`config.mk`:
```
export PLATFORM = sky130hd
export DESIGN_NAME = nbym_b2_integer_divider_posr_seq
export DESIGN_NICKNAME = d
export VERILOG_FILES = /design/src/rtl/nbym_b2_integer_divider_posr_seq.sv
export SDC_FILE = /design/constraint.sdc
export NUM_CORES = 1
export LEC_CHECK = 0
export CAP_MARGIN = 20
export CORE_UTILIZATION = 35
export CTS_BUF_LIST = sky130_fd_sc_hd__clkbuf_4 sky130_fd_sc_hd__clkbuf_8
export CTS_CLUSTER_DIAMETER = 40
export DETAILED_ROUTE_END_ITERATION = 8
export MAX_ROUTING_LAYER = met4
export PLACE_DENSITY = 0.56
export SYNTH_ARGS = -nofsm -noshare
export SYNTH_HDL_FRONTEND = slang
export SYNTH_SLANG_ARGS = --single-unit
```
`constraint.sdc`:
```
create_clock -name clock -period 6.3 [get_ports clock]
set_input_delay 0.63 -clock clock [delete_from_list [all_inputs] [get_ports clock]]
set_output_delay 0.63 -clock clock [all_outputs]
set_load 0.02 [all_outputs]
```
`src/rtl/nbym_b2_integer_divider_posr_seq.sv`:
```
// Sequential two's-complement integer divider with Euclidean semantics.
// A restoring datapath produces one quotient bit per cycle. A start/done
// handshake hands the quotient, the non-negative remainder and a flag that
// marks a division that cannot be represented (zero divisor or quotient out
// of range).
module nbym_b2_integer_divider_posr_seq #(
    parameter int N = 8,
    parameter int M = 4
) (
    input  logic         clock,
    input  logic         reset,
    input  logic         start,
    input  logic [N-1:0] x,
    input  logic [M-1:0] y,
    output logic         busy,
    output logic         done,
    output logic [M-1:0] q,
    output logic [M-1:0] r,
    output logic         no_idiv
);

    localparam logic [1:0] IDLE = 2'd0;
    localparam logic [1:0] ITER = 2'd1;
    localparam logic [1:0] FIX  = 2'd2;

    localparam int CW = (N > 1) ? $clog2(N) : 1;

    // Largest quotient magnitudes that still fit in M-bit two's complement
    localparam logic [N:0] MAX_POS = (N+1)'((1 << (M-1)) - 1);
    localparam logic [N:0] MAX_NEG = (N+1)'(1 << (M-1));

    logic [1:0]    state_q,  state_d;
    logic [CW-1:0] cnt_q,    cnt_d;
    logic [N-1:0]  shift_q,  shift_d;
    logic [M-1:0]  rem_q,    rem_d;
    logic [M-1:0]  yMag_q,   yMag_d;
    logic          xSgn_q,   xSgn_d;
    logic          ySgn_q,   ySgn_d;
    logic          yZero_q,  yZero_d;
    logic [M-1:0]  qOut_q,   qOut_d;
    logic [M-1:0]  rOut_q,   rOut_d;
    logic          noIdiv_q, noIdiv_d;
    logic          done_q,   done_d;

    logic [M:0]    partial;
    logic [M:0]    diff;
    logic          geq;
    logic          adjust;
    logic [N:0]    qMag;
    logic [M-1:0]  qTrunc;
    logic          qSgn;
    logic          overflow;

    // Restoring step and final sign fix-up, both derived from the registered
    // datapath. The shift register pushes dividend bits out at the top while
    // quotient bits enter at the bottom, so after N steps it holds |q|.
    always_comb begin
        partial  = {rem_q, shift_q[N-1]};
        diff     = partial - {1'b0, yMag_q};
        geq      = (partial >= {1'b0, yMag_q});
        adjust   = xSgn_q & (rem_q != '0);
        qMag     = {1'b0, shift_q} + {{N{1'b0}}, adjust};
        qTrunc   = qMag[M-1:0];
        qSgn     = xSgn_q ^ ySgn_q;
        overflow = qSgn ? (qMag > MAX_NEG) : (qMag > MAX_POS);
    end

    // Next-state logic for the IDLE -> ITER -> FIX sequence
    always_comb begin
        state_d  = state_q;
        cnt_d    = cnt_q;
        shift_d  = shift_q;
        rem_d    = rem_q;
        yMag_d   = yMag_q;
        xSgn_d   = xSgn_q;
        ySgn_d   = ySgn_q;
        yZero_d  = yZero_q;
        qOut_d   = qOut_q;
        rOut_d   = rOut_q;
        noIdiv_d = noIdiv_q;
        done_d   = 1'b0;
        case (state_q)
            IDLE: begin
                if (start) begin
                    xSgn_d  = x[N-1];
                    ySgn_d  = y[M-1];
                    shift_d = x[N-1] ? (N'(0) - x) : x;
                    yMag_d  = y[M-1] ? (M'(0) - y) : y;
                    yZero_d = (y == '0);
                    rem_d   = '0;
                    cnt_d   = CW'(N - 1);
                    state_d = ITER;
                end
            end
            ITER: begin
                rem_d   = geq ? diff[M-1:0] : partial[M-1:0];
                shift_d = {shift_q[N-2:0], geq};
                cnt_d   = cnt_q - 1'b1;
                if (cnt_q == '0) begin
                    state_d = FIX;
                end
            end
            FIX: begin
                qOut_d   = qSgn ? (M'(0) - qTrunc) : qTrunc;
                rOut_d   = adjust ? (yMag_q - rem_q) : rem_q;
                noIdiv_d = yZero_q | overflow;
                done_d   = 1'b1;
                state_d  = IDLE;
            end
            default: begin
                state_d = IDLE;
            end
        endcase
    end

    // State registers; reset wins over everything, including start
    always_ff @(posedge clock) begin
        if (reset) begin
            state_q  <= IDLE;
            cnt_q    <= '0;
            shift_q  <= '0;
            rem_q    <= '0;
            yMag_q   <= '0;
            xSgn_q   <= 1'b0;
            ySgn_q   <= 1'b0;
            yZero_q  <= 1'b0;
            qOut_q   <= '0;
            rOut_q   <= '0;
            noIdiv_q <= 1'b0;
            done_q   <= 1'b0;
        end else begin
            state_q  <= state_d;
            cnt_q    <= cnt_d;
            shift_q  <= shift_d;
            rem_q    <= rem_d;
            yMag_q   <= yMag_d;
            xSgn_q   <= xSgn_d;
            ySgn_q   <= ySgn_d;
            yZero_q  <= yZero_d;
            qOut_q   <= qOut_d;
            rOut_q   <= rOut_d;
            noIdiv_q <= noIdiv_d;
            done_q   <= done_d;
        end
    end

    assign busy    = (state_q != IDLE);
    assign done    = done_q;
    assign q       = qOut_q;
    assign r       = rOut_q;
    assign no_idiv = noIdiv_q;

endmodule
```
==> metrics.csv <==
stage,metric,value,unit
run_status,outcome,completed,
sta,Clock Skew,0.00670,ns
floorplanning,Initial Util,37.2,%
floorplanning,die area,6310,µm²
critical_path,Crit-path slowest cell,o41a_1,
critical_path,"slowest stage delay, CP",0.57,ns
logic_synthesis,"Async S/R FF share, synth",0,%
finish,layout cells sized above 1,6.72,%
finish,antenna cells,0,
detailed_routing,DR pass1 iterations,4,
critical_path,"most used cell, CP",ha_1,
sta,Final Cycle Share,42.5,%
sta,final hold violations,0,
logic_synthesis,Yosys warnings,0,
logic_synthesis,Cells after Synth,245,
sta,WHS,0.454,ns
global_routing,pin count of the biggest net entering global routing,33,
critical_path,CP bufs+invs,1,
critical_path,WP data required,6.50,ns
logic_synthesis,mux cell area share after synthesis,1.43,%
global_routing,antenna violations before repair,0,
critical_path,crit-path cells,"o41a_1, ha_1, ha_1, inv_1, ha_1, a32o_1, a211o_1, a311oi_1",
worst_hold_path,Worst Hold Class,register to register,
clock_tree,hold_buf cts,0,
sta,setup TNS,0,ns
global_routing,grt ovf,0,
floorplanning,floorplan core area,5640,µm²
sta,unrepaired setup endpoints after global routing,false,
logic_synthesis,Post-synth top flop,dfxtp_1,
logic_synthesis,Netlist cell types,57,
clock_tree,postcts setup bufs,0,
logic_synthesis,Synth Area in Simple Gates,20.2,%
logic_synthesis,Synth Area in XOR/XNOR,4.59,%
logic_synthesis,cell area after synthesis,2100,µm²
floorplanning,Top Ports,26,
clock_tree,number of CTS-inserted buffers,5,
critical_path,crit-path max FO,7,
power_and_ir_drop,Static Leak,0.937,nW
finish,final core occ,43.8,%
clock_tree,H-Tree Level Count,2,
logic_synthesis,Post-Synth Adder-Cell Area,10.9,%
global_routing,gr usage total,15.4,%
floorplanning,row count,27,
detailed_routing,drt first-iter violations,90,
sta,worst-margin pin slew,0.859,ns
critical_path,crit path capture type,register,
floorplanning,Die Span X,79.4,µm
sta,pins over their slew limit,0,
clock_tree,CTS tree,done,
global_routing,first-pass GRT wire length,7.36,mm
critical_path,CP Data Arrival Time,2.88,ns
placed_design,DP Wirelength,3.22,mm
clock_tree,Resize count post-CTS,0,
logic_synthesis,post-synth net total,277,
logic_synthesis,top post-synthesis cells by count,"dfxtp_1, nand2_1, inv_1",
logic_synthesis,synth top area cells,"dfxtp_1, ha_1, nand2_1, a21oi_1, inv_1",
logic_synthesis,Synth top area share,32.4,%
clock_tree,Skew-Pair Late Insertion Delay,0.29,ns
floorplanning,Die H,79.4,µm
critical_path,CP top delay family,compound AO/OA/AOI/OAI gates,
detailed_routing,DRC Markers,0,
logic_synthesis,number of flops mapped to enable cells by yosys,0,
logic_synthesis,"count leader, synth",dfxtp_1,
clock_tree,root buf cell,clkbuf_8,
detailed_routing,Routed WL per cell,12.5,µm
placed_design,Final GP Congestion,0.853,
logic_synthesis,compound-gate portion of the synthesized area,23.7,%
sta,final-report setup violation count,0,
detailed_routing,routed via count,1775,
finish,Syn-to-layout area delta,17.8,%
logic_synthesis,largest family of logic cells by synthesized area,compound AO/OA/AOI/OAI gates,
sta,relative slew slack,42.6,%
logic_synthesis,Syn Area/Cell,8.56,µm²
logic_synthesis,Yosys reg bits,34,
clock_tree,clk buf depth,2,
detailed_routing,total detailed-routing wirelength,4.26,mm
critical_path,Startpoint Class,register,
global_routing,vias in the first global route,1579,
logic_synthesis,"area leader, netlist",dfxtp_1,
clock_tree,Clock Pin Slew Worst Setup and Hold Paths,0.07,ns
sta,fmax,0.374,GHz
detailed_routing,Via density,5.22,
flow_run,max_cap viols,0,
detailed_routing,ANT nets after route,0,
finish,nets@finish,299,
power_and_ir_drop,pwr/cell area,224,nW/µm²
logic_synthesis,register area share after synthesis,32.4,%
critical_path,Setup CP Type,register to register,
power_and_ir_drop,worst vdd ir,85.5,µV
sta,clock period minus worst slack,2.68,ns
clock_tree,clock sink total,34,
placed_design,port buffer count,25,
-- layer usage --
layer | track usage, % | part of all wire (%)
met4 | 6.00 | 1.7
met2 | 22.3 | 44
met5 | - | 0
met1 | 20.7 | 52
met3 | 3.43 | 3.1
-- worst min-delay path: cells and delay by family, from the launching register on --
kind            cells  cell delay, ns
flops               1            0.31
simple gates        1            0.05
compound gates      1            0.05
-- stage by stage --
| stage | setup slack (ns) | std cells | power, mW | area (µm²) |
|---|---|---|---|---|
| floorplan | 3.79 | 245 | 0.349 | 2100 |
| global placement | 3.66 | 332 | 0.388 | 2380 |
| detailed placement | 3.63 | 332 | 0.387 | 2380 |
| CTS | 3.61 | 340 | 0.561 | 2470 |
| global route | 3.45 | 340 | 0.592 | 2470 |
| finish | 3.62 | 340 | 0.553 | 2470 |
-- where the power goes --
part	internal [mW]	total (mW)	switching, mW
clock network	0.0924	0.171	0.0785
logic	0.0611	0.138	0.0767
registers	0.229	0.244	0.0148
total	0.383	0.553	0.170
-- layout by cell type (no fill, tap or decap), drive strengths merged, types with 3 or more instances in the layout --
master         instances
nand3                  3
a221oi                 3
nor2b                  4
nand2b                 8
nor3                   4
xor2                   4
dfxtp                 34
a21oi                 16
a22oi                  5
nand2                 23
a211oi                 6
ha                    15
clkbuf                 7
o21ai                 11
inv                   20
a222oi                 3
nor2                  20
xnor2                  7
clkdlybuf4s50         25
o211ai                 6
nand4                  3
mux2i                  3
-- path summary, 6_finish.rpt --
kind	slack, ns	cells past startpoint	startpoint	end
setup / recovery	3.62	8	rem_q[0]$_SDFFE_PP0P_	no_idiv$_SDFFE_PP0P_
hold reg to reg	0.45	2	q[2]$_SDFFE_PP0P_	q[2]$_SDFFE_PP0P_
hold / removal	0.45	2	q[2]$_SDFFE_PP0P_	q[2]$_SDFFE_PP0P_
setup reg to reg	3.62	8	rem_q[0]$_SDFFE_PP0P_	no_idiv$_SDFFE_PP0P_
-- layout make-up --
cell class | instances | area, µm²
Fill cell | 571 | 3170
Sequential cell | 34 | 681
Multi-Input combinational cell | 180 | 1270
Inverter | 20 | 75.1
Clock inverter | 1 | 5.00
Timing Repair Buffer | 26 | 258
Tap cell | 72 | 90.1
Clock buffer | 7 | 90.1
-- flip-flops by register name, indices dropped and copies added (netlist names) --
signal	count
state_q	2
cnt_q	3
ySgn_q	1
rem_q	4
done	1
yMag_q	4
r	4
shift_q	8
yZero_q	1
no_idiv	1
q	4
xSgn_q	1
-- logic make-up (layout without fill, tap and decap cells) --
logic type               after synthesis  count (layout)
AO/OA/AOI/OAI                         69              69
XOR/XNOR                              11              11
flip-flops                            34              34
buffers and inverters                 31              54
multiplexers                           3               3
adder cells (fa/ha/maj)               17              17
AND/OR/NAND/NOR                       80              80
(Power assumes the default switching activity.)
